## src/rtl/reflection_pipe.sv

```systemverilog
// reflection_pipe: two-stage pipelined reflection engine.
// S1 registers the request together with its error flag, its approach decision
// and the unreduced mirrored angle. S2 reduces that angle modulo 360 and drives
// the result ports. A per-channel saturating bounce counter is updated when a
// result leaves S2.
module reflection_pipe #(
   parameter int ANGLE_W = 16,
   parameter int NUM_CH  = 4,
   parameter int CNT_W   = 8,
   localparam int CH_W   = (NUM_CH > 1) ? $clog2(NUM_CH) : 1
) (
   input  logic               clk_in,
   input  logic               rst_in,
   input  logic               req_valid,
   output logic               req_ready,
   input  logic [CH_W-1:0]    req_ch,
   input  logic [ANGLE_W-1:0] req_dir,
   input  logic [ANGLE_W-1:0] req_normal,
   output logic               out_valid,
   input  logic               out_ready,
   output logic [CH_W-1:0]    out_ch,
   output logic [ANGLE_W-1:0] out_dir,
   output logic               out_reflected,
   output logic               out_err,
   output logic [CNT_W-1:0]   out_bounce_cnt,
   input  logic               cnt_clr,
   input  logic [CH_W-1:0]    cnt_clr_ch
);

   // Two extra bits hold 2*normal + 540 - dir, which peaks at 1258.
   localparam int W = ANGLE_W + 2;
   localparam logic [W-1:0]       DEG_90    = W'(90);
   localparam logic [W-1:0]       DEG_270   = W'(270);
   localparam logic [W-1:0]       DEG_360   = W'(360);
   localparam logic [W-1:0]       DEG_540   = W'(540);
   localparam logic [ANGLE_W-1:0] ANGLE_LIM = ANGLE_W'(360);

   logic               adv;
   logic [W-1:0]       diff;
   logic [W-1:0]       raw;
   logic [W-1:0]       red;
   logic               req_err;
   logic               req_approach;
   logic               reflect;
   logic               xfer;
   logic [CNT_W-1:0]   cnt_sel;
   logic [CNT_W-1:0]   bounce;

   logic               s1_valid_q,    s1_valid_d;
   logic [CH_W-1:0]    s1_ch_q,       s1_ch_d;
   logic [ANGLE_W-1:0] s1_dir_q,      s1_dir_d;
   logic               s1_err_q,      s1_err_d;
   logic               s1_approach_q, s1_approach_d;
   logic [W-1:0]       s1_raw_q,      s1_raw_d;

   logic               out_valid_q,     out_valid_d;
   logic [CH_W-1:0]    out_ch_q,        out_ch_d;
   logic [ANGLE_W-1:0] out_dir_q,       out_dir_d;
   logic               out_reflected_q, out_reflected_d;
   logic               out_err_q,       out_err_d;

   logic [CNT_W-1:0]   cnt_q [NUM_CH];
   logic [CNT_W-1:0]   cnt_d [NUM_CH];

   // The whole pipe moves together whenever S2 is empty or being drained.
   assign adv       = !out_valid_q || out_ready;
   assign req_ready = adv;

   // S1: classify the request and form the unreduced mirrored heading.
   always_comb begin
      diff = W'(req_dir) + DEG_360 - W'(req_normal);
      if (diff >= DEG_360) begin
         diff = diff - DEG_360;
      end
      req_err      = (req_dir >= ANGLE_LIM) || (req_normal >= ANGLE_LIM);
      req_approach = (diff > DEG_90) && (diff < DEG_270);
      raw          = (W'(req_normal) << 1) + DEG_540 - W'(req_dir);

      s1_valid_d    = s1_valid_q;
      s1_ch_d       = s1_ch_q;
      s1_dir_d      = s1_dir_q;
      s1_err_d      = s1_err_q;
      s1_approach_d = s1_approach_q;
      s1_raw_d      = s1_raw_q;
      if (adv) begin
         s1_valid_d    = req_valid;
         s1_ch_d       = req_ch;
         s1_dir_d      = req_dir;
         s1_err_d      = req_err;
         s1_approach_d = req_approach;
         s1_raw_d      = raw;
      end
   end

   // S2: bring the mirrored angle back into 0..359 and pick the final heading.
   always_comb begin
      red = s1_raw_q;
      for (int k = 0; k < 3; k++) begin
         if (red >= DEG_360) begin
            red = red - DEG_360;
         end
      end
      reflect = s1_approach_q && !s1_err_q;

      out_valid_d     = out_valid_q;
      out_ch_d        = out_ch_q;
      out_dir_d       = out_dir_q;
      out_reflected_d = out_reflected_q;
      out_err_d       = out_err_q;
      if (adv) begin
         out_valid_d     = s1_valid_q;
         out_ch_d        = s1_ch_q;
         out_dir_d       = reflect ? ANGLE_W'(red) : s1_dir_q;
         out_reflected_d = reflect;
         out_err_d       = s1_err_q;
      end
   end

   // Bounce counters: report the saturated post-result count, commit it on
   // transfer, and let a clear win over an increment on the same channel.
   always_comb begin
      cnt_sel = '0;
      for (int i = 0; i < NUM_CH; i++) begin
         if (out_ch_q == CH_W'(i)) begin
            cnt_sel = cnt_q[i];
         end
      end
      if (out_reflected_q && (cnt_sel != {CNT_W{1'b1}})) begin
         bounce = cnt_sel + CNT_W'(1);
      end else begin
         bounce = cnt_sel;
      end

      xfer = out_valid_q && out_ready;
      for (int i = 0; i < NUM_CH; i++) begin
         cnt_d[i] = cnt_q[i];
         if (cnt_clr && (cnt_clr_ch == CH_W'(i))) begin
            cnt_d[i] = '0;
         end else if (xfer && (out_ch_q == CH_W'(i))) begin
            cnt_d[i] = bounce;
         end
      end
   end

   // State registers; reset empties the pipe and zeroes every counter at once.
   always_ff @(posedge clk_in or posedge rst_in) begin
      if (rst_in) begin
         s1_valid_q      <= 1'b0;
         s1_ch_q         <= '0;
         s1_dir_q        <= '0;
         s1_err_q        <= 1'b0;
         s1_approach_q   <= 1'b0;
         s1_raw_q        <= '0;
         out_valid_q     <= 1'b0;
         out_ch_q        <= '0;
         out_dir_q       <= '0;
         out_reflected_q <= 1'b0;
         out_err_q       <= 1'b0;
         for (int i = 0; i < NUM_CH; i++) begin
            cnt_q[i] <= '0;
         end
      end else begin
         s1_valid_q      <= s1_valid_d;
         s1_ch_q         <= s1_ch_d;
         s1_dir_q        <= s1_dir_d;
         s1_err_q        <= s1_err_d;
         s1_approach_q   <= s1_approach_d;
         s1_raw_q        <= s1_raw_d;
         out_valid_q     <= out_valid_d;
         out_ch_q        <= out_ch_d;
         out_dir_q       <= out_dir_d;
         out_reflected_q <= out_reflected_d;
         out_err_q       <= out_err_d;
         for (int i = 0; i < NUM_CH; i++) begin
            cnt_q[i] <= cnt_d[i];
         end
      end
   end

   assign out_valid      = out_valid_q;
   assign out_ch         = out_ch_q;
   assign out_dir        = out_dir_q;
   assign out_reflected  = out_reflected_q;
   assign out_err        = out_err_q;
   assign out_bounce_cnt = bounce;

endmodule

```

## config.mk

```make
export PLATFORM = sky130hd
export DESIGN_NAME = reflection_pipe
export DESIGN_NICKNAME = d
export VERILOG_FILES = /design/src/rtl/reflection_pipe.sv
export SDC_FILE = /design/constraint.sdc
export NUM_CORES = 1
export LEC_CHECK = 0
export CELL_PAD_IN_SITES_DETAIL_PLACEMENT = 0
export CELL_PAD_IN_SITES_GLOBAL_PLACEMENT = 1
export CORE_AREA = 5 5 113 195
export CTS_CLUSTER_DIAMETER = 120
export DETAILED_ROUTE_END_ITERATION = 10
export DIE_AREA = 0 0 118 200
export GPL_TIMING_DRIVEN = 0
export PLACE_DENSITY_LB_ADDON = 0.1
export SLEW_MARGIN = 10
export SYNTH_ARGS = -nofsm -noshare
export SYNTH_HDL_FRONTEND = slang
export SYNTH_SLANG_ARGS = --single-unit
```

## constraint.sdc

```tcl
create_clock -name clk_in -period 10 [get_ports clk_in]
set_input_delay 1 -clock clk_in [delete_from_list [all_inputs] [get_ports clk_in]]
set_output_delay 1 -clock clk_in [all_outputs]
set_load 0.01 [all_outputs]
```

==> impl_metrics.csv <==
group,metric,value,unit
pwr,intPower,1.21,mW
run_status,status,"completed",
sta,fmaxAchievable,182,MHz
routing,routed-via-count,7022,
routing,drc,0,
cells_and_area,layout_common_cells,"nand2_1, nor2_1, dfrtp_1, inv_1",
routing,initial_drt_markers,326,
setup_path,crit_arrival,4.49,ns
routing,viasPerCell,5.48,
synthesis,postSynthAreaPerCell,8.36,um^2
die,initial_core_util,39.2,%
placed_design,post_dp_hpwl,19.9,mm
setup_path,worstPathMaxFanout,10,
synthesis,synth.yosys.seq_area_share,28.8,%
synthesis,area_fraction_in_compound_gates_after_synthesis,21.2,%
die,core_area,0.0202,mm^2
global_route,first_pass_grt_wire_length,38.7,mm
synthesis,synth_top_family_by_area,"compound AO/OA/AOI/OAI gates",
sta,final_slew_violations,0,
sta,rsz0062_at_grt,"false",
setup_path,required_time_at_the_endpoint_of_the_critical_path,9.00,ns
synthesis,synthFlopType,"dfrtp_1",
die,die-area,0.0236,mm^2
routing,wl_met3,660,um
sta,totalNegativeSetupSlack,0,ns
global_route,grt_use_total,20.5,%
die,io-pin-count,71,
routing,met2_wire_len,14.0,mm
synthesis,yosys-top-cells-area,"dfrtp_1, ha_1, nand2_1",
global_route,antenna_found_initial,0,
synthesis,yosysWarnings,0,
pwr,power_frac_clock,19.1,%
cells_and_area,final_common_cell,"nand2_1",
clock_tree,htree_num_levels,3,
pwr,p_seq_share,24.4,%
clock_tree,post-cts-setup-buffers,0,
cells_and_area,antenna_cells_inserted,0,
die,floorplan.die.width,118,um
cells_and_area,post_layout_nonfiller_instances,1282,
synthesis,ys_seq_elements,91,
sta,setup_violators_final,0,
pwr,total_switching_power,0.948,mW
cells_and_area,fill_cells,2123,
job,max_cap_viol_count,0,
placed_design,standard_cell_area_after_detailed_placement,0.00896,mm^2
setup_path,critical_path.startpoint_type,"register",
sta,final_worst_path_period_need,5.49,ns
synthesis,synth_cells,947,
clock_tree,clockRootBuffer,"clkbuf_16",
sta,final_min_period_over_clock_period,54.9,%
die,row_count,69,
routing,routed_wirelength,24.1,mm
sta,worst_slew_pin_slew,1.03,ns
cells_and_area,finalNetCount,1143,
synthesis,synth_enable_flop_cells,0,
setup_path,worst-setup-path-type,"register to output port",
routing,drt-wirelength-per-cell,18.8,um
cells_and_area,final_cell_area,0.00932,mm^2
synthesis,synth_simple_gate_area_share,20.6,%
cells_and_area,area_of_the_multi_input_gates,0.00516,mm^2
synthesis,synthAdderAreaFrac,11.9,%
placed_design,gpl.final_weighted_congestion,0.864,
clock_tree,path_clk_slew,0.07,ns
global_route,first_global_vias,7338,
clock_tree,cts_max_path_buffers,2,
clock_tree,clock_sinks,91,
sta,fin_skew,0.0113,ns
pwr,power.leakage,4.06,nW
sta,maxSlewHeadroom,30.9,%
sta,final_hold_viol_count,0,
synthesis,synthDistinctLibCells,83,
global_route,globalRoute.totalOverflow,0,
cells_and_area,final_layout_size_suffix_gt1_share,6.58,%
clock_tree,post_cts_resize_count,0,
placed_design,port_buffers,70,
pwr,max-vdd-ir-drop,0.000140,V
pwr,p_per_area,232,mW/mm^2
routing,wl_met1,8.68,mm
pwr,power.total,2.16,mW
synthesis,mappedNetlistArea,0.00792,mm^2
worst_hold_path,min-delay-path-class,"register to register",
routing,firstDrtPassIters,4,
synthesis,synthesis.nets,1061,
die,fp.dieH,200,um
pwr,sw_frac_of_total,43.9,%
clock_tree,cts_tree,"done",
cells_and_area,ff_latch_area,0.00228,mm^2
cells_and_area,area_growth_syn_to_layout,17.7,%
synthesis,synth_area_leader_cell,"dfrtp_1",
pwr,portion_of_total_power_attributed_to_combinational_logic,56.5,%
clock_tree,cts-buffers-inserted,9,
routing,final_antenna_net_count,0,
placed_design,place.detailed.instances,1266,
clock_tree,cts_hold_buf,0,
routing,dr.max_layer_used,"met4",
synthesis,synth.top_cell.area_share,28.8,%
synthesis,post_synthesis_xor_xnor_area_fraction,7.52,%
synthesis,synth-async-reset-ratio,100,%
synthesis,synth.mux.area_fraction,3.90,%
global_route,grt_max_degree,48,
setup_path,worst_setup_path_end_kind,"output port",
clock_tree,clock_latency_reported_for_the_late_side_of_the_worst_skew_pair,0.35,ns
-- worst paths after layout --
check,startpoint,to,slack (ns),cells after the start
setup / recovery,out_ch[0],out_bounce_cnt[7],4.51,11
hold / removal,s1_valid_q,s1_valid_q,0.46,2
setup reg to reg,s1_raw_q[4],out_dir[6],5.17,21
hold reg to reg,s1_valid_q,s1_valid_q,0.46,2
max in group asynchronous,rst_in,out_dir[10],8.30,3
min in group asynchronous,rst_in,s1_ch_q[0],1.06,2
-- power groups by stage --
stage	combinational, mW	sequential, mW	clock, mW
final	1.22	0.528	0.412
after detailed placement	1.22	0.536	0
after global routing	1.35	0.541	0.435
after CTS	1.23	0.529	0.419
after floorplan	0.879	0.520	0
after global placement	1.21	0.534	0
-- synth_stat cells, types with 17 or more instances --
cell type / count
a211oi_1: 39
a21oi_1: 63
a31oi_1: 17
clkbuf_1: 22
dfrtp_1: 91
ha_1: 70
inv_1: 79
nand2_1: 104
nand3_1: 20
nor2_1: 97
o21ai_0: 44
xnor2_1: 39
xor2_1: 29
-- registers in the layout (all words and copies together), names as in the netlist --
| name | cells |
|---|---|
| s1_approach_q | 1 |
| out_valid | 1 |
| out_err | 1 |
| s1_dir_q | 16 |
| cnt_q | 32 |
| out_ch | 2 |
| s1_raw_q | 17 |
| s1_err_q | 1 |
| out_dir | 16 |
| s1_valid_q | 1 |
| s1_ch_q | 2 |
| out_reflected | 1 |
-- critical path, cell delays in order, from the launching register on --
cell and delay, ns:
dfrtp_1 0.49, clkbuf_1 0.57, mux4_2 0.64, ha_1 0.25, and4_1 0.18, a31oi_1 0.52
nand4_1 0.24, inv_1 0.13, nand4_1 0.12, xor2_1 0.44, inv_1 0.07, clkdlybuf4s50_1 0.49
-- layout make-up --
type / instances / area share (%)
Inverter: 79 / 3.21
Sequential cell: 91 / 24.4
Clock buffer: 10 / 2.56
Timing Repair Buffer: 71 / 7.81
Clock inverter: 6 / 1.28
Multi-Input combinational cell: 738 / 55.4
Buffer: 39 / 1.97
Tap cell: 248 / 3.33
-- cell families (layout without fill, tap and decap cells) --
family,Yosys count,count (layout)
xor gates and xnor gates,68,68
adders and majority gates,74,74
muxes,20,20
AOI/OAI and AO/OA,252,252
DFF,91,91
and+or+nand+nor,324,324
buffers and inverters,118,205
-- routing by layer --
metal,global-route usage [%],up-vias
met1,20.6,3338
met5,0,-
met3,1.58,37
met4,8.67,0
li1,-,3536
met2,42.6,111
-- metrics by stage --
step           hold WS [ns]  setup slack, ns  util (%)
2_1_floorplan         0.430             5.60         -
3_3_place_gp          0.443             4.09      44.2
3_5_place_dp          0.456             4.06      44.4
4_1_cts               0.472             4.40      46.1
5_1_grt               0.495             4.05      46.1
6_report              0.465             4.51      46.1
Note: power is estimated with default switching activity, not from simulation.
